[config.mk]
export PLATFORM = sky130hd
export DESIGN_NAME = nios_dct_trace_packer
export DESIGN_NICKNAME = d
export VERILOG_FILES = /design/src/rtl/nios_dct_trace_packer_pkg.sv /design/src/rtl/nios_dct_trace_packer_outreg.sv /design/src/rtl/nios_dct_trace_packer.sv
export SDC_FILE = /design/constraint.sdc
export NUM_CORES = 1
export LEC_CHECK = 0
export ABC_AREA = 0
export BUFFER_PORTS_ARGS = -buffer_cell sky130_fd_sc_hd__buf_2
export CAP_MARGIN = 20
export CORE_MARGIN = 2
export CORE_UTILIZATION = 57
export DETAILED_ROUTE_END_ITERATION = 10
export PLACE_DENSITY = 0.94
export RECOVER_POWER = 25
export SETUP_SLACK_MARGIN = 0.15
export SYNTH_ARGS = -nofsm -noshare
export SYNTH_HDL_FRONTEND = slang
export SYNTH_SLANG_ARGS = --single-unit
export TNS_END_PERCENT = 1
[constraint.sdc]
create_clock -name clk -period 5.3 [get_ports clk]
set_input_delay 1.06 -clock clk [delete_from_list [all_inputs] [get_ports clk]]
set_output_delay 1.06 -clock clk [all_outputs]
set_load 0.02 [all_outputs]
[src/rtl/nios_dct_trace_packer_pkg.sv]
// Shared widths, frame type codes and FSM encoding for the DCT trace packer.
// Frames are laid out as {type[1:0], count[3:0], buffer[29:0]}.
package nios_dct_trace_packer_pkg;

    localparam int CODE_W    = 2;
    localparam int MAX_CODES = 15;
    localparam int BUF_W     = CODE_W * MAX_CODES;
    localparam int CNT_W     = 4;
    localparam int FRAME_W   = 2 + CNT_W + BUF_W;

    typedef enum logic [1:0] {
        FT_FULL  = 2'b00,
        FT_FLUSH = 2'b01,
        FT_OVF   = 2'b10,
        FT_END   = 2'b11
    } frame_type_e;

    typedef enum logic [1:0] {
        ST_RUN      = 2'b00,
        ST_ENDING   = 2'b01,
        ST_WAIT_END = 2'b10,
        ST_ENDED    = 2'b11
    } state_e;

    function automatic logic [FRAME_W-1:0] make_frame(input frame_type_e t,
                                                      input logic [CNT_W-1:0] cnt,
                                                      input logic [BUF_W-1:0] buf_v);
        return {t, cnt, buf_v};
    endfunction

endpackage

[src/rtl/nios_dct_trace_packer_outreg.sv]
// Single-entry valid/ready holding register for outgoing trace frames.
// Valid/ready: a frame transfers on any edge where valid_o and ready_i are both high;
// data_o is held stable while valid_o is high and ready_i is low.
module nios_dct_frame_outreg
    import nios_dct_trace_packer_pkg::*;
(
    input  logic               clk,
    input  logic               reset_n,
    input  logic               load_i,
    input  logic [FRAME_W-1:0] data_i,
    input  logic               ready_i,
    output logic               valid_o,
    output logic [FRAME_W-1:0] data_o,
    output logic               free_o
);

    logic               valid_q;
    logic [FRAME_W-1:0] data_q;

    // The slot can be refilled on the same edge its current frame is taken.
    assign free_o  = !valid_q || ready_i;
    assign valid_o = valid_q;
    assign data_o  = data_q;

    always_ff @(posedge clk) begin
        if (!reset_n) begin
            valid_q <= 1'b0;
            data_q  <= '0;
        end else if (load_i) begin
            valid_q <= 1'b1;
            data_q  <= data_i;
        end else if (ready_i) begin
            valid_q <= 1'b0;
        end
    end

endmodule

[src/rtl/nios_dct_trace_packer.sv]
// Packs 2-bit DCT codes into a 15-code shift buffer and emits FULL/FLUSH/OVF/END
// frames through a single holding register, with an end-of-test drain sequence.
module nios_dct_trace_packer
    import nios_dct_trace_packer_pkg::*;
(
    input  logic                clk,
    input  logic                reset_n,
    input  logic                dct_valid,
    input  logic [CODE_W-1:0]   dct_code,
    input  logic                flush,
    input  logic                test_ending,
    output logic                frame_valid,
    output logic [FRAME_W-1:0]  frame_data,
    input  logic                frame_ready,
    output logic [BUF_W-1:0]    dct_buffer,
    output logic [CNT_W-1:0]    dct_count,
    output logic                overflow,
    output logic                test_has_ended
);

    state_e             state_q, state_d;
    logic [BUF_W-1:0]   buf_q, buf_d;
    logic [CNT_W-1:0]   cnt_q, cnt_d;
    logic               flush_pend_q, flush_pend_d;
    logic               ovf_pend_q, ovf_pend_d;
    logic               overflow_q, overflow_d;

    logic               out_free;
    logic               out_load;
    logic [FRAME_W-1:0] out_data;

    logic [BUF_W-1:0]   shifted;
    logic               code_acc, is_last, full_load, drop;
    logic               ovf_load, flush_eff, flush_srv, flush_load, end_load;

    always_comb begin
        shifted   = {buf_q[BUF_W-CODE_W-1:0], dct_code};
        code_acc  = (state_q == ST_RUN) && dct_valid;
        is_last   = code_acc && (cnt_q == CNT_W'(MAX_CODES - 1));
        full_load = is_last && out_free && !ovf_pend_q;
        drop      = is_last && !full_load;
        ovf_load  = out_free && !full_load && ovf_pend_q;
        // A flush pulse is serviced in its own cycle when the slot allows it.
        flush_eff = flush_pend_q || (flush && (state_q == ST_RUN));
        flush_srv = flush_eff && out_free && !full_load && !ovf_pend_q;
        flush_load = flush_srv && (cnt_q != '0);
        end_load  = (state_q == ST_ENDING) && out_free && !ovf_pend_q && !flush_eff;
    end

    always_comb begin
        out_load = full_load || ovf_load || flush_load || end_load;
        out_data = '0;
        if (full_load) begin
            out_data = make_frame(FT_FULL, CNT_W'(MAX_CODES), shifted);
        end else if (ovf_load) begin
            out_data = make_frame(FT_OVF, '0, '0);
        end else if (flush_load) begin
            out_data = make_frame(FT_FLUSH, cnt_q, buf_q);
        end else if (end_load) begin
            out_data = make_frame(FT_END, '0, '0);
        end
    end

    always_comb begin
        state_d      = state_q;
        buf_d        = buf_q;
        cnt_d        = cnt_q;
        flush_pend_d = flush_pend_q;
        ovf_pend_d   = ovf_pend_q;
        overflow_d   = overflow_q;

        if (flush_load) begin
            // A code landing on the flush edge opens the next buffer.
            buf_d = code_acc ? {{(BUF_W-CODE_W){1'b0}}, dct_code} : '0;
            cnt_d = code_acc ? CNT_W'(1) : '0;
        end else if (full_load) begin
            buf_d = '0;
            cnt_d = '0;
        end else if (code_acc && !drop) begin
            buf_d = shifted;
            cnt_d = cnt_q + CNT_W'(1);
        end

        if (flush_srv) begin
            flush_pend_d = 1'b0;
        end else if (flush_eff) begin
            flush_pend_d = 1'b1;
        end

        if (drop) begin
            overflow_d = 1'b1;
        end
        if (ovf_load) begin
            ovf_pend_d = 1'b0;
        end else if (drop) begin
            ovf_pend_d = 1'b1;
        end

        unique case (state_q)
            ST_RUN: begin
                if (test_ending) begin
                    state_d      = ST_ENDING;
                    flush_pend_d = 1'b1;
                end
            end
            ST_ENDING: begin
                if (end_load) state_d = ST_WAIT_END;
            end
            ST_WAIT_END: begin
                if (frame_valid && frame_ready) state_d = ST_ENDED;
            end
            ST_ENDED: state_d = ST_ENDED;
            default:  state_d = ST_RUN;
        endcase
    end

    always_ff @(posedge clk) begin
        if (!reset_n) begin
            state_q      <= ST_RUN;
            buf_q        <= '0;
            cnt_q        <= '0;
            flush_pend_q <= 1'b0;
            ovf_pend_q   <= 1'b0;
            overflow_q   <= 1'b0;
        end else begin
            state_q      <= state_d;
            buf_q        <= buf_d;
            cnt_q        <= cnt_d;
            flush_pend_q <= flush_pend_d;
            ovf_pend_q   <= ovf_pend_d;
            overflow_q   <= overflow_d;
        end
    end

    nios_dct_frame_outreg u_outreg (
        .clk     (clk),
        .reset_n (reset_n),
        .load_i  (out_load),
        .data_i  (out_data),
        .ready_i (frame_ready),
        .valid_o (frame_valid),
        .data_o  (frame_data),
        .free_o  (out_free)
    );

    assign dct_buffer     = buf_q;
    assign dct_count      = cnt_q;
    assign overflow       = overflow_q;
    assign test_has_ended = (state_q == ST_ENDED);

endmodule

Word level (Yosys, flattened, before mapping)
Cells that the tools add are included.
W data, S select, Z words.
{"block": "classes", "muxes": 22, "order_cmp": 0, "n_shift": 0, "addsub": 1, "n_eq_ne": 7, "n_reduce_logical": 33, "bitwise": 1, "div_mod_pow": 0, "n_mul": 0}
{"op": "$mux W36", "n": 4}
{"op": "$mux W30", "n": 3}
{"op": "$logic_and A1 B1 Y1", "n": 17}
{"op": "$mux W4", "n": 3}
{"op": "$mux W2", "n": 4}
{"op": "$pmux W2 S4", "n": 1}
{"op": "$mux W1", "n": 7}
{"op": "$ne A2 B2 Y1 const B", "n": 3}
{"op": "$logic_not A1 Y1", "n": 5}
{"op": "$logic_or A1 B1 Y1", "n": 5}
{"op": "$add A4 B1 Y4 const B", "n": 1}
{"op": "$eq A2 B2 Y1 const B", "n": 2}
{"op": "$eq A4 B4 Y1 const B", "n": 1}
{"op": "$reduce_bool A4 Y1", "n": 1}
{"op": "$reduce_and A3 Y1", "n": 1}
{"op": "$reduce_bool A3 Y1", "n": 1}
{"op": "$eq A2 B1 Y1 const B", "n": 1}
{"op": "$logic_not A2 Y1", "n": 1}
{"op": "$reduce_bool A2 Y1", "n": 1}
{"op": "$reduce_or A2 Y1", "n": 1}
{"op": "$not A1 Y1", "n": 1}
{"block": "totals", "memories": 0, "out_inout_bits": 73, "ram_bits": 0, "mem_bits_ro": 0, "wordCells": 72, "input_bits": 8, "latch_bits": 0, "reg_bits": 76}

Depth between registers and ports, before layout
Gate-level depths: netlist (run 1).
{"block": "logic_depth", "depth_word": 12, "mapped_depth": 8, "mapped_depth_nobuf": 6}

By module
Synthesis (run 1) repeated with hierarchy kept, for this count alone.
{"block": "hier_totals", "hier_cells": 332, "hier_area_um2": 3707.3}
{"mod": "nios_dct_trace_packer", "instances": 1, "cells_per_inst": 213, "seq_area_each_um2": 780.7, "area_each_um2": 2280.9}
{"mod": "nios_dct_frame_outreg", "instances": 1, "cells_per_inst": 119, "seq_area_each_um2": 740.7, "area_each_um2": 1426.4}

Worst setup path after synthesis (run 1)
OpenSTA, ideal clock, no wires.
{"block": "synth_path", "path_type": "input -> register", "start": "input dct_valid", "end": "register cnt_q[3] (netlist: dct_count[3])", "arrival_time_ps": 2243, "setup_slack_ps": 2976, "setup_time_ps": 80, "path_stages": 4, "path_buffers": 1, "cell_sequence": "or3b_1 > buf_6 > or4_4 > a211oi_2"}
{"block": "synth_via", "elab_chain_len": 9, "word_cells_on_any_way": 14, "classes_between": "mux: 2; reduce/logical: 12"}
{"element": "start: declaration", "line": "nios_dct_trace_packer.sv:8", "rtl": "input logic dct_valid,"}
{"element": "$logic_and A1 B1 Y1 *", "line": "nios_dct_trace_packer.sv:38", "rtl": "code_acc = (state_q == ST_RUN) && dct_valid;"}
{"element": "$logic_and A1 B1 Y1", "line": "nios_dct_trace_packer.sv:39", "rtl": "is_last = code_acc && (cnt_q == CNT_W'(MAX_CODES - 1));"}
{"element": "$logic_and A1 B1 Y1 (2 in series)", "line": "nios_dct_trace_packer.sv:40", "rtl": "full_load = is_last && out_free && !ovf_pend_q;"}
{"element": "$logic_not A1 Y1", "line": "nios_dct_trace_packer.sv:41, nios_dct_trace_packer.sv:45"}
{"element": "$logic_and A1 B1 Y1, on equally long branches", "line": "nios_dct_trace_packer.sv:45, nios_dct_trace_packer.sv:41"}
{"element": "$logic_and A1 B1 Y1 / $logic_not A1 Y1 (equally long branches)", "line": "nios_dct_trace_packer.sv:45, nios_dct_trace_packer.sv:79"}
{"element": "$logic_and A1 B1 Y1, on equally long branches", "line": "nios_dct_trace_packer.sv:46, nios_dct_trace_packer.sv:79"}
{"element": "$reduce_bool A3 Y1 (no source line) / $mux W4 (equally long branches)"}
{"element": "end signal: assignment", "line": "nios_dct_trace_packer.sv:128", "rtl": "cnt_q <= cnt_d;"}
{"element": "end: declaration", "line": "nios_dct_trace_packer.sv:23", "rtl": "logic [CNT_W-1:0] cnt_q, cnt_d;"}
Mark *: on every way between the ends. The rest lies on a longest branch, timed or not.
A chain may end at the register's enable or synchronous reset.

Worst setup path in the final report (run 1)
{"block": "layout_path", "start": "register cnt_q[1] (netlist: dct_count[1])", "end": "register buf_q[4] (netlist: dct_buffer[4])"}
{"block": "layout_via", "elab_chain_len": 9, "word_cells_on_any_way": 15, "classes_between": "eq/ne: 1; mux: 2; reduce/logical: 12"}
{"element": "$eq A4 B4 Y1", "line": "nios_dct_trace_packer.sv:39"}
{"element": "$logic_and A1 B1 Y1", "line": "nios_dct_trace_packer.sv:39"}
{"element": "$logic_and A1 B1 Y1 (2 in series)", "line": "nios_dct_trace_packer.sv:40"}
{"element": "$logic_not A1 Y1", "line": "nios_dct_trace_packer.sv:41, nios_dct_trace_packer.sv:45"}
{"element": "$logic_and A1 B1 Y1, on equally long branches", "line": "nios_dct_trace_packer.sv:45, nios_dct_trace_packer.sv:41"}
{"element": "$logic_and A1 B1 Y1 / $logic_not A1 Y1 (equally long branches)", "line": "nios_dct_trace_packer.sv:45, nios_dct_trace_packer.sv:79"}
{"element": "$logic_and A1 B1 Y1, on equally long branches", "line": "nios_dct_trace_packer.sv:46, nios_dct_trace_packer.sv:79"}
{"element": "$reduce_bool A3 Y1 (no source line) / $mux W30 (equally long branches)"}
{"element": "end signal: assignment", "line": "nios_dct_trace_packer.sv:127", "rtl": "buf_q <= buf_d;"}
{"element": "end: declaration", "line": "nios_dct_trace_packer.sv:22", "rtl": "logic [BUF_W-1:0] buf_q, buf_d;"}
Parallel ways exist; a longest one is shown, timed or not.

==> flow_metrics.py, run 1 <==
metrics = {
    "synth": {
        "ys.flop_type": "dfxtp_1",
        "ys_types": 45,
        "synth_warnings": 0,
        "async_flop_share_pct": 0,
        "avgSynthCellArea_um2": 9.07,
        "synth_area_um2": 3430,
        "synth_top_area_share_pct": 44.4,
        "synth_seq_cells": 76,
        "yosys-top-cells-area": "dfxtp_1 44%, o2bb2ai_1 8.7%, a211oi_1 6.1%, and3_1 5.7%, a31oi_1 5.5%",
        "synth_edf_count": 0,
        "ys_seq_area_share_pct": 44.4,
        "synth_nets": 389,
        "synth_cells": 378,
        "yosysTopAreaCell": "dfxtp_1",
    },
    "worst_setup_path": {
        "critPathMaxFanout": 35,
        "crit_arrival_ns": 3.18,
        "setup.worst_path.end_class": "flop",
        "r2r-start": "dct_count[1]",
        "worst-endpoint-required_ns": 5.53,
        "worstSetupPathType": "reg -> reg",
        "critPathLaunchType": "flop",
        "critical_path.startpoint": "dct_count[1]",
    },
    "route": {
        "firstDrtPassIters": 5,
        "viasPerCell": 6.77,
        "first_iter_violations": 437,
        "drtAntennaViolNets": 0,
        "num_vias": 3500,
        "routed_wirelength_um": 9350,
        "drc_errors": 0,
        "wl_per_cell_um": 18.1,
    },
    "sta": {
        "setup_viol": 0,
        "grt_setup_unrepaired": "false",
        "worst_slew_pin_slew_ns": 1.07,
        "finalMaxSlewViolations": 0,
        "final.setup_skew_ns": 0.0104,
        "tns_ns": 0,
        "finalCritPeriodShare_pct": 55.8,
        "post-route-min-period_ns": 2.96,
        "max_freq_mhz": 338,
        "finalHoldViolations": 0,
        "slew_headroom_pct": 28.6,
    },
    "cts": {
        "hold_buffers": 0,
        "post_cts_resized": 0,
        "clk_pin_slew_worst_paths_ns": 0.08,
        "post-cts-setup-buffers": 0,
        "htree_num_levels": 3,
        "clock_sinks": 76,
        "clk_latency_ns": 0.35,
        "cts_root_buf": "clkbuf_8",
        "clockBufferDepth": 2,
        "cts_buffers": 9,
        "cts_tree": "yes",
    },
    "cells_and_area": {
        "layout_commonest_cell": "dfxtp_1",
        "instances_no_fill": 517,
        "layout_common_cells": "76 x dfxtp_1, 44 x buf_2, 38 x clkbuf_1",
        "fin_nets": 448,
        "diodes": 0,
        "syn_to_final_growth_pct": 16.2,
        "layout-drive-gt1-share_pct": 18.3,
    },
    "global_route": {
        "grt_pass1_wl_um": 14300,
        "antenna_found_initial": 0,
        "grt-ovfl-total": 0,
        "grt_pass1_vias": 3000,
        "track_usage_pct": 27.3,
        "grt_max_degree": 37,
    },
    "pwr": {
        "max-vdd-ir-drop_uv": 213,
        "power.leakage_nw": 1.50,
        "cellPowerDensity_nw_per_um2": 310,
    },
    "floorplan": {
        "dieHeight_um": 81.6,
        "die_x_um": 81.6,
        "start_util_pct": 58.6,
        "io-pin-count": 81,
        "core_um2": 5850,
        "dieArea_um2": 6650,
        "rows": 28,
    },
    "job": {
        "maxCapViolCount": 0,
    },
    "hold_path": {
        "hold_start": "u_outreg.data_o[7]",
        "min_path_type": "reg -> reg",
    },
    "outcome": {
        "status": "complete, no violations",
    },
    "placed_design": {
        "portBuffers": 80,
        "gp_congestion": 0.799,
        "hpwl_um": 5500,
        "dp.cells": 497,
    },
}
[area by class of cell]
| class | count | area [µm²] |
|---|---|---|
| fillers | 458 | 1870 |
| multi-input cells | 256 | 1710 |
| flip-flops and latches | 76 | 1520 |
| repair buffers | 89 | 465 |
| clock buffers | 13 | 159 |
| well taps | 75 | 93.8 |
| clock inverters | 3 | 21.3 |
| inverters | 5 | 18.8 |
[cells by family (layout without fill, tap and decap cells)]
kind of cell    count (synthesis)  count (layout)  share of synthesized area, %
simple gates                   96              96                          16.2
flops                          76              76                          44.4
fa+ha+maj                       3               3                          1.09
compound gates                157             157                          32.2
buf+inv                        46             110                          6.20
[where the power goes]
part           internal, mW  switching [mW]
clock                 0.196           0.213
combinational        0.0581           0.162
sequential            0.585          0.0210
[cell usage after synthesis, types with 3 or more instances]
cell and n:
inv_1 4, o221ai_1 4, and3_1 31, a31oi_1 30, o2bb2ai_1 34, o21ai_0 32
a211oi_2 3, nor3_1 4, nor2_1 5, clkbuf_1 26, a21oi_1 12, a211oi_1 28
buf_2 9, nand3_1 33, buf_6 3, o2111ai_1 3, ha_1 3, nand2_1 7
dfxtp_1 76
[metrics by stage]
stage                     utilization, %  worst slack [ns]  total power [mW]  hold WS, ns  area, µm²
final                               68.1              2.34              1.24        0.463       3990
after global routing                68.1              2.16              1.27        0.478       3990
after CTS                           67.6              1.98              1.21        0.465       3960
after detailed placement            64.6              1.60             0.818        0.443       3780
after global placement              64.6              1.68             0.812        0.445       3780
after floorplan                        -              2.98             0.774        0.537       3430
[worst paths after layout]
check / endpoint / slack [ns] / cells past startpoint
setup reg to reg: dct_buffer[4] / 2.34 / 7
setup / recovery: dct_buffer[4] / 2.34 / 7
hold reg to reg: u_outreg.data_o[7] / 0.46 / 1
hold / removal: u_outreg.data_o[7] / 0.46 / 1
[critical path, cell delays in order, from the launching register on]
cell and delay (ns):
dfxtp_1 0.47, ha_1 0.22, and3_1 0.81, nand2_1 0.14
buf_4 0.31, a21oi_2 0.44, buf_4 0.36, a211oi_1 0.08
[per-layer routing]
layer,global-route usage [%],share of wire [%],routed length (µm),vias to the layer above
met1,37.6,41,3840,1671
met4,13.7,3.3,307,0
met3,4.40,9.0,837,32
li1,-,-,-,1584
met2,41.6,47,4360,213
met5,0,0,0,-
[registers in the layout (all words and copies together) (netlist names)]
| signal | flops |
|---|---|
| u_outreg.valid_o | 1 |
| state_q | 2 |
| flush_pend_q | 1 |
| u_outreg.data_o | 36 |
| dct_buffer | 30 |
| dct_count | 4 |
| ovf_pend_q | 1 |
| overflow | 1 |
Power figures use the tool's default switching activity.
==> run 2: changes to the inputs <==
Settings changed: ABC_AREA 0 to 1, CORE_UTILIZATION 57 to 54, PLACE_DENSITY 0.94 to 0.89.
Clock period 5.3 ns to 2.8 ns, I/O delays scaled along.
==> flow_metrics.py, run 2 <==
metrics = {
    "cells_and_area": {
        "layout_common_cells": "175 x nand2_1, 76 x dfxtp_1, 75 x nor2_1",
        "layout_commonest_cell": "nand2_1",
        "final_util_pct": 64.0,
        "fillers": 602,
        "fin_nets": 649,
        "fin_area_um2": 4350,
        "regArea_um2": 1520,
        "multiInputGateArea_um2": 1820,
        "syn_to_final_growth_pct": 15.1,
        "diodes": 0,
        "layout-drive-gt1-share_pct": 14.2,
        "largest_reg_flops": 36,
    },
    "global_route": {
        "antenna_found_initial": 0,
        "grt_pass1_wl_um": 16200,
        "grt_max_degree": 36,
        "grt_pass1_vias": 3506,
        "grt-ovfl-total": 0,
        "track_usage_pct": 26.2,
    },
    "sta": {
        "slew_headroom_pct": 19.9,
        "tns_ns": 0,
        "worst_slew_pin_slew_ns": 1.20,
        "final.setup_skew_ns": 0.00935,
        "finalCritPeriodShare_pct": 79.3,
        "grt_setup_unrepaired": "false",
        "max_freq_mhz": 450,
        "finalHoldViolations": 0,
        "setup_viol": 0,
        "finalMaxSlewViolations": 0,
        "post-route-min-period_ns": 2.22,
    },
    "cts": {
        "clk_pin_slew_worst_paths_ns": 0.08,
        "cts_buffers": 9,
        "clockBufferDepth": 2,
        "htree_num_levels": 3,
        "post_cts_resized": 0,
        "clk_latency_ns": 0.35,
        "post-cts-setup-buffers": 0,
        "clock_sinks": 76,
        "cts_root_buf": "clkbuf_8",
        "hold_buffers": 0,
        "cts_tree": "yes",
    },
    "synth": {
        "post-synth-top-count-cell": "nand2_1",
        "synth_warnings": 0,
        "async_flop_share_pct": 0,
        "ys_types": 28,
        "synth_nets": 581,
        "ys.flop_type": "dfxtp_1",
        "synth_top_area_share_pct": 40.3,
        "synth_area_um2": 3780,
        "synth_cells": 570,
        "synth_seq_cells": 76,
        "synth_edf_count": 0,
        "yosysTopAreaCell": "dfxtp_1",
        "synth_commonest_cells": "175 x nand2_1, 76 x dfxtp_1, 74 x nor2_1",
        "avgSynthCellArea_um2": 6.63,
        "ys_seq_area_share_pct": 40.3,
        "yosys-top-cells-area": "dfxtp_1 40%, nand2_1 17%, nor2_1 7.4%, nand4_1 6.6%, nand3_1 5.3%",
    },
    "route": {
        "routed_wirelength_um": 9890,
        "wl_per_cell_um": 13.4,
        "num_vias": 3966,
        "drc_errors": 0,
        "firstDrtPassIters": 5,
        "viasPerCell": 5.37,
        "first_iter_violations": 341,
        "drtAntennaViolNets": 0,
    },
    "worst_setup_path": {
        "worstSetupPathType": "reg -> reg",
        "worst-endpoint-required_ns": 3.05,
        "slowest_stage": "dfxtp_1",
        "worst_path_most_repeated_cell": "inv_1",
        "cpPeakStageDelay_ns": 0.40,
        "setup.worst_path.end_class": "flop",
        "critPathLaunchType": "flop",
        "crit_arrival_ns": 2.47,
        "crit_chain": "inv_1, ha_1, nand3_1, inv_1, nand2_2, nand4_2, buf_4, nand3_1, inv_1, nor2_1, nor2_1",
        "rr_worst_depth": 11,
        "critPathMaxFanout": 21,
    },
    "placed_design": {
        "gp_congestion": 0.820,
        "portBuffers": 80,
        "hpwl_um": 6420,
        "post_dp_cell_area_um2": 4210,
    },
    "floorplan": {
        "io-pin-count": 81,
        "die_x_um": 87.6,
        "core_um2": 6790,
        "dieArea_um2": 7680,
        "dieHeight_um": 87.6,
        "start_util_pct": 55.6,
        "rows": 30,
    },
    "job": {
        "maxCapViolCount": 0,
    },
    "hold_path": {
        "holdPathStages": 2,
        "min_path_type": "reg -> reg",
    },
    "outcome": {
        "status": "complete, no violations",
    },
    "pwr": {
        "cellPowerDensity_nw_per_um2": 792,
        "totalPowerFinal_mw": 3.44,
        "power.leakage_nw": 2.14,
        "max-vdd-ir-drop_uv": 439,
    },
}
==> run 2: layer usage <==
metal  global-route usage, %  routed length, µm  up-vias
li1                        -                  -     1944
met1                    34.2               4340     1828
met2                    43.9               4650      170
met3                    4.62                692       24
met4                    8.67                213        0
met5                       0                  0        -
==> run 2: cell type report <==
cell class	count	area share (%)
Multi-Input combinational cell	398	41.8
Inverter	59	5.09
Clock inverter	4	1.15
Timing Repair Buffer	94	10.9
Clock buffer	11	3.25
Sequential cell	76	35.0
Tap cell	96	2.76
==> run 2: worst paths after layout <==
path / to / slack [ns] / from
setup / recovery: dct_buffer[0] / 0.58 / dct_count[0]
hold / removal: u_outreg.data_o[33] / 0.49 / u_outreg.data_o[33]
setup reg to reg: dct_buffer[0] / 0.58 / dct_count[0]
hold reg to reg: u_outreg.data_o[33] / 0.49 / u_outreg.data_o[33]
==> run 2: power breakdown <==
group | leakage (nW) | internal, mW | total [mW] | switching, mW
combinational | 1.42 | 0.374 | 1.25 | 0.876
sequential | 0.619 | 1.25 | 1.36 | 0.110
clock | 0.0914 | 0.430 | 0.834 | 0.404
==> run 2: stage by stage <==
stage / instances / setup slack, ns / hold slack [ns]
global placement: 723 / 0.590 / 0.437
global route: 738 / 0.418 / 0.506
finish: 738 / 0.580 / 0.493
CTS: 738 / 0.537 / 0.485
floorplan: 570 / 0.979 / 0.499
detailed placement: 723 / 0.540 / 0.455
==> run 2: logic make-up (layout without fill, tap and decap cells) <==
logic type / count (synthesis) / in the layout / synth area share (%)
and+or+nand+nor: 344 / 344 / 39.9
buffers and inverters: 96 / 168 / 11.4
DFF: 76 / 76 / 40.3
AOI/OAI and AO/OA: 50 / 50 / 7.22
adders and majority gates: 3 / 3 / 0.994
xor gates and xnor gates: 1 / 1 / 0.232
==> run 2: critical path, delay by kind of cell (launching register included) <==
family | cells | cell delay [ns]
simple gates | 6 | 0.88
fa+ha+maj | 1 | 0.20
flops | 1 | 0.40
buf+inv | 4 | 0.63
==> run 3: changes to the inputs <==
Settings changed: ABC_AREA 1 to 0, CORE_UTILIZATION 54 to 48, PLACE_DENSITY 0.89 to 0.85.
Clock period 2.8 ns to 1.8 ns, I/O delays scaled along.
==> flow_metrics.py, run 3 (synthesis gave the netlist of run 1 again) <==
metrics = {
    "outcome": {
        "status": "finished, violations left",
        "violations": "setup timing",
    },
    "route": {
        "routed_wirelength_um": 12100,
        "num_vias": 3859,
        "wl_per_cell_um": 20.8,
        "drtAntennaViolNets": 0,
        "firstDrtPassIters": 8,
        "first_iter_violations": 518,
        "viasPerCell": 6.64,
        "drc_errors": 0,
    },
    "sta": {
        "worst_slew_pin_slew_ns": 0.473,
        "finalCritPeriodShare_pct": 102,
        "tns_ns": -0.264,
        "max_freq_mhz": 544,
        "setup_viol": 16,
        "post-route-min-period_ns": 1.84,
        "slew_headroom_pct": 68.5,
        "worst_slack_ns": -0.0396,
        "grt_setup_unrepaired": "true",
        "finalHoldViolations": 0,
        "final.setup_skew_ns": 0.00866,
        "finalMaxSlewViolations": 0,
    },
    "worst_setup_path": {
        "worstSetupPathType": "reg -> reg",
        "critPathMaxFanout": 8,
        "cp-endpoint": "dct_buffer[6]",
        "worst_path_most_repeated_cell": "buf_6",
        "r2r-start": "state_q[0]",
        "cpPeakStageDelay_ns": 0.41,
        "crit_arrival_ns": 2.12,
        "setup.worst_path.end_class": "flop",
        "worst-endpoint-required_ns": 2.08,
        "cp_top_family": "simple AND/OR/NAND/NOR gates",
        "crit_chain": "or3b_4, buf_6, nor3_4, buf_6, o21ai_2, a211oi_2",
        "critical_path.startpoint": "state_q[0]",
        "r2r_setup_slack_ns": -0.04,
        "r2r_end": "dct_buffer[6]",
        "path_buf_inv": 2,
        "crit_cells": 6,
        "slowest_stage": "or3b_4",
        "critPathLaunchType": "flop",
        "rr_worst_depth": 6,
    },
    "cells_and_area": {
        "layout-drive-gt1-share_pct": 35.1,
        "diodes": 0,
        "layout_commonest_cell": "dfxtp_1",
        "layout_common_cells": "72 x dfxtp_1, 46 x buf_2, 35 x clkbuf_1",
        "instances_no_fill": 581,
        "fin_nets": 491,
        "final_util_pct": 69.0,
        "syn_to_final_growth_pct": 38.2,
        "largest_reg_flops": 36,
    },
    "global_route": {
        "antenna_found_initial": 0,
        "grt_max_degree": 37,
        "grt-ovfl-total": 0,
        "grt_pass1_vias": 3235,
        "track_usage_pct": 26.3,
        "grt_pass1_wl_um": 16000,
    },
    "floorplan": {
        "dieArea_um2": 7840,
        "start_util_pct": 49.9,
        "die_x_um": 88.5,
        "rows": 30,
        "core_um2": 6870,
        "io-pin-count": 81,
        "dieHeight_um": 88.5,
    },
    "job": {
        "maxCapViolCount": 0,
    },
    "cts": {
        "htree_num_levels": 3,
        "cts_root_buf": "clkbuf_8",
        "clockBufferDepth": 2,
        "cts_buffers": 9,
        "clk_pin_slew_worst_paths_ns": 0.08,
        "cts_tree": "yes",
        "clk_latency_ns": 0.37,
        "hold_buffers": 0,
        "clock_sinks": 76,
    },
    "placed_design": {
        "dp.cells": 548,
        "gp_congestion": 0.924,
        "portBuffers": 80,
        "hpwl_um": 6300,
    },
    "pwr": {
        "power.leakage_nw": 1.82,
        "totalPowerFinal_mw": 4.22,
        "max-vdd-ir-drop_uv": 512,
        "cellPowerDensity_nw_per_um2": 891,
    },
    "hold_path": {
        "min_path_type": "in -> reg",
    },
}
==> run 3: cell count changes in the layout (fill, tap and decap cells not counted), moves of 29 or more <==
cell       change
and3_1        +29
inv_1         -50
o2bb2ai_1     +32
nand2_1      -170
nand4_1       -40
nor2_1        -70
==> run 3: metrics by stage <==
step / cell area (µm²) / setup WS, ns / hold WS [ns]
after floorplan: 3480 / 0.0999 / 0.496
after global placement: 4110 / 0.0210 / 0.439
after detailed placement: 4110 / -0.0751 / 0.443
after CTS: 4430 / 0.0446 / 0.259
after global routing: 4740 / -0.105 / 0.266
final: 4740 / -0.0396 / 0.268
==> run 3: layout make-up <==
type | count | area (µm²)
tap | 96 | 120
sequential | 76 | 1530
multi-input combinational | 256 | 1930
clock inverter | 7 | 73.8
fill | 516 | 2130
inverter | 5 | 18.8
clock buffer | 9 | 124
timing repair buffer | 132 | 943
==> run 3: timing repair <==
item | CTS | global route
endpoints found under the setup margin | 70 | 71
setup buffers | 5 | 3
pin swaps | 8 | 19
gates cloned | 2 | 7
gates resized for setup | 26 | 59
==> run 3: per-layer routing <==
metal  up-vias  part of all wire [%]  wire, µm  global-route usage (%)
met2       317                    47      5660                    41.0
met5         -                     0         0                       0
met3        66                    10      1220                    4.76
met1      1797                    39      4650                    34.9
met4         0                   4.4       532                    13.9
li1       1679                     -         -                       -
==> run 3: tightest hold or removal path: cells and delay by family <==
family                 cells  cell delay, ns
AOI/OAI and AO/OA          1            0.06
buffers and inverters      1            0.10
and+or+nand+nor            1            0.06
==> run 3: report_power, final <==
| part | switching (mW) | total (mW) | internal, mW |
|---|---|---|---|
| logic | 0.678 | 1.12 | 0.441 |
| clock network | 0.688 | 1.33 | 0.645 |
| registers | 0.0459 | 1.77 | 1.73 |
| total | 1.41 | 4.22 | 2.81 |
==> run 3: worst min-delay path by stage <==
| stage | startpoint | endpoint | cells past startpoint |
|---|---|---|---|
| 2_1_floorplan | test_ending | flush_pend_q | 2 |
| 3_5_place_dp | u_outreg.data_o[6] | u_outreg.data_o[6] | 1 |
| 4_1_cts | test_ending | flush_pend_q | 3 |
| 3_3_place_gp | u_outreg.data_o[26] | u_outreg.data_o[26] | 1 |
| 6_report | test_ending | flush_pend_q | 3 |
| 5_1_grt | dct_code[1] | dct_buffer[1] | 3 |
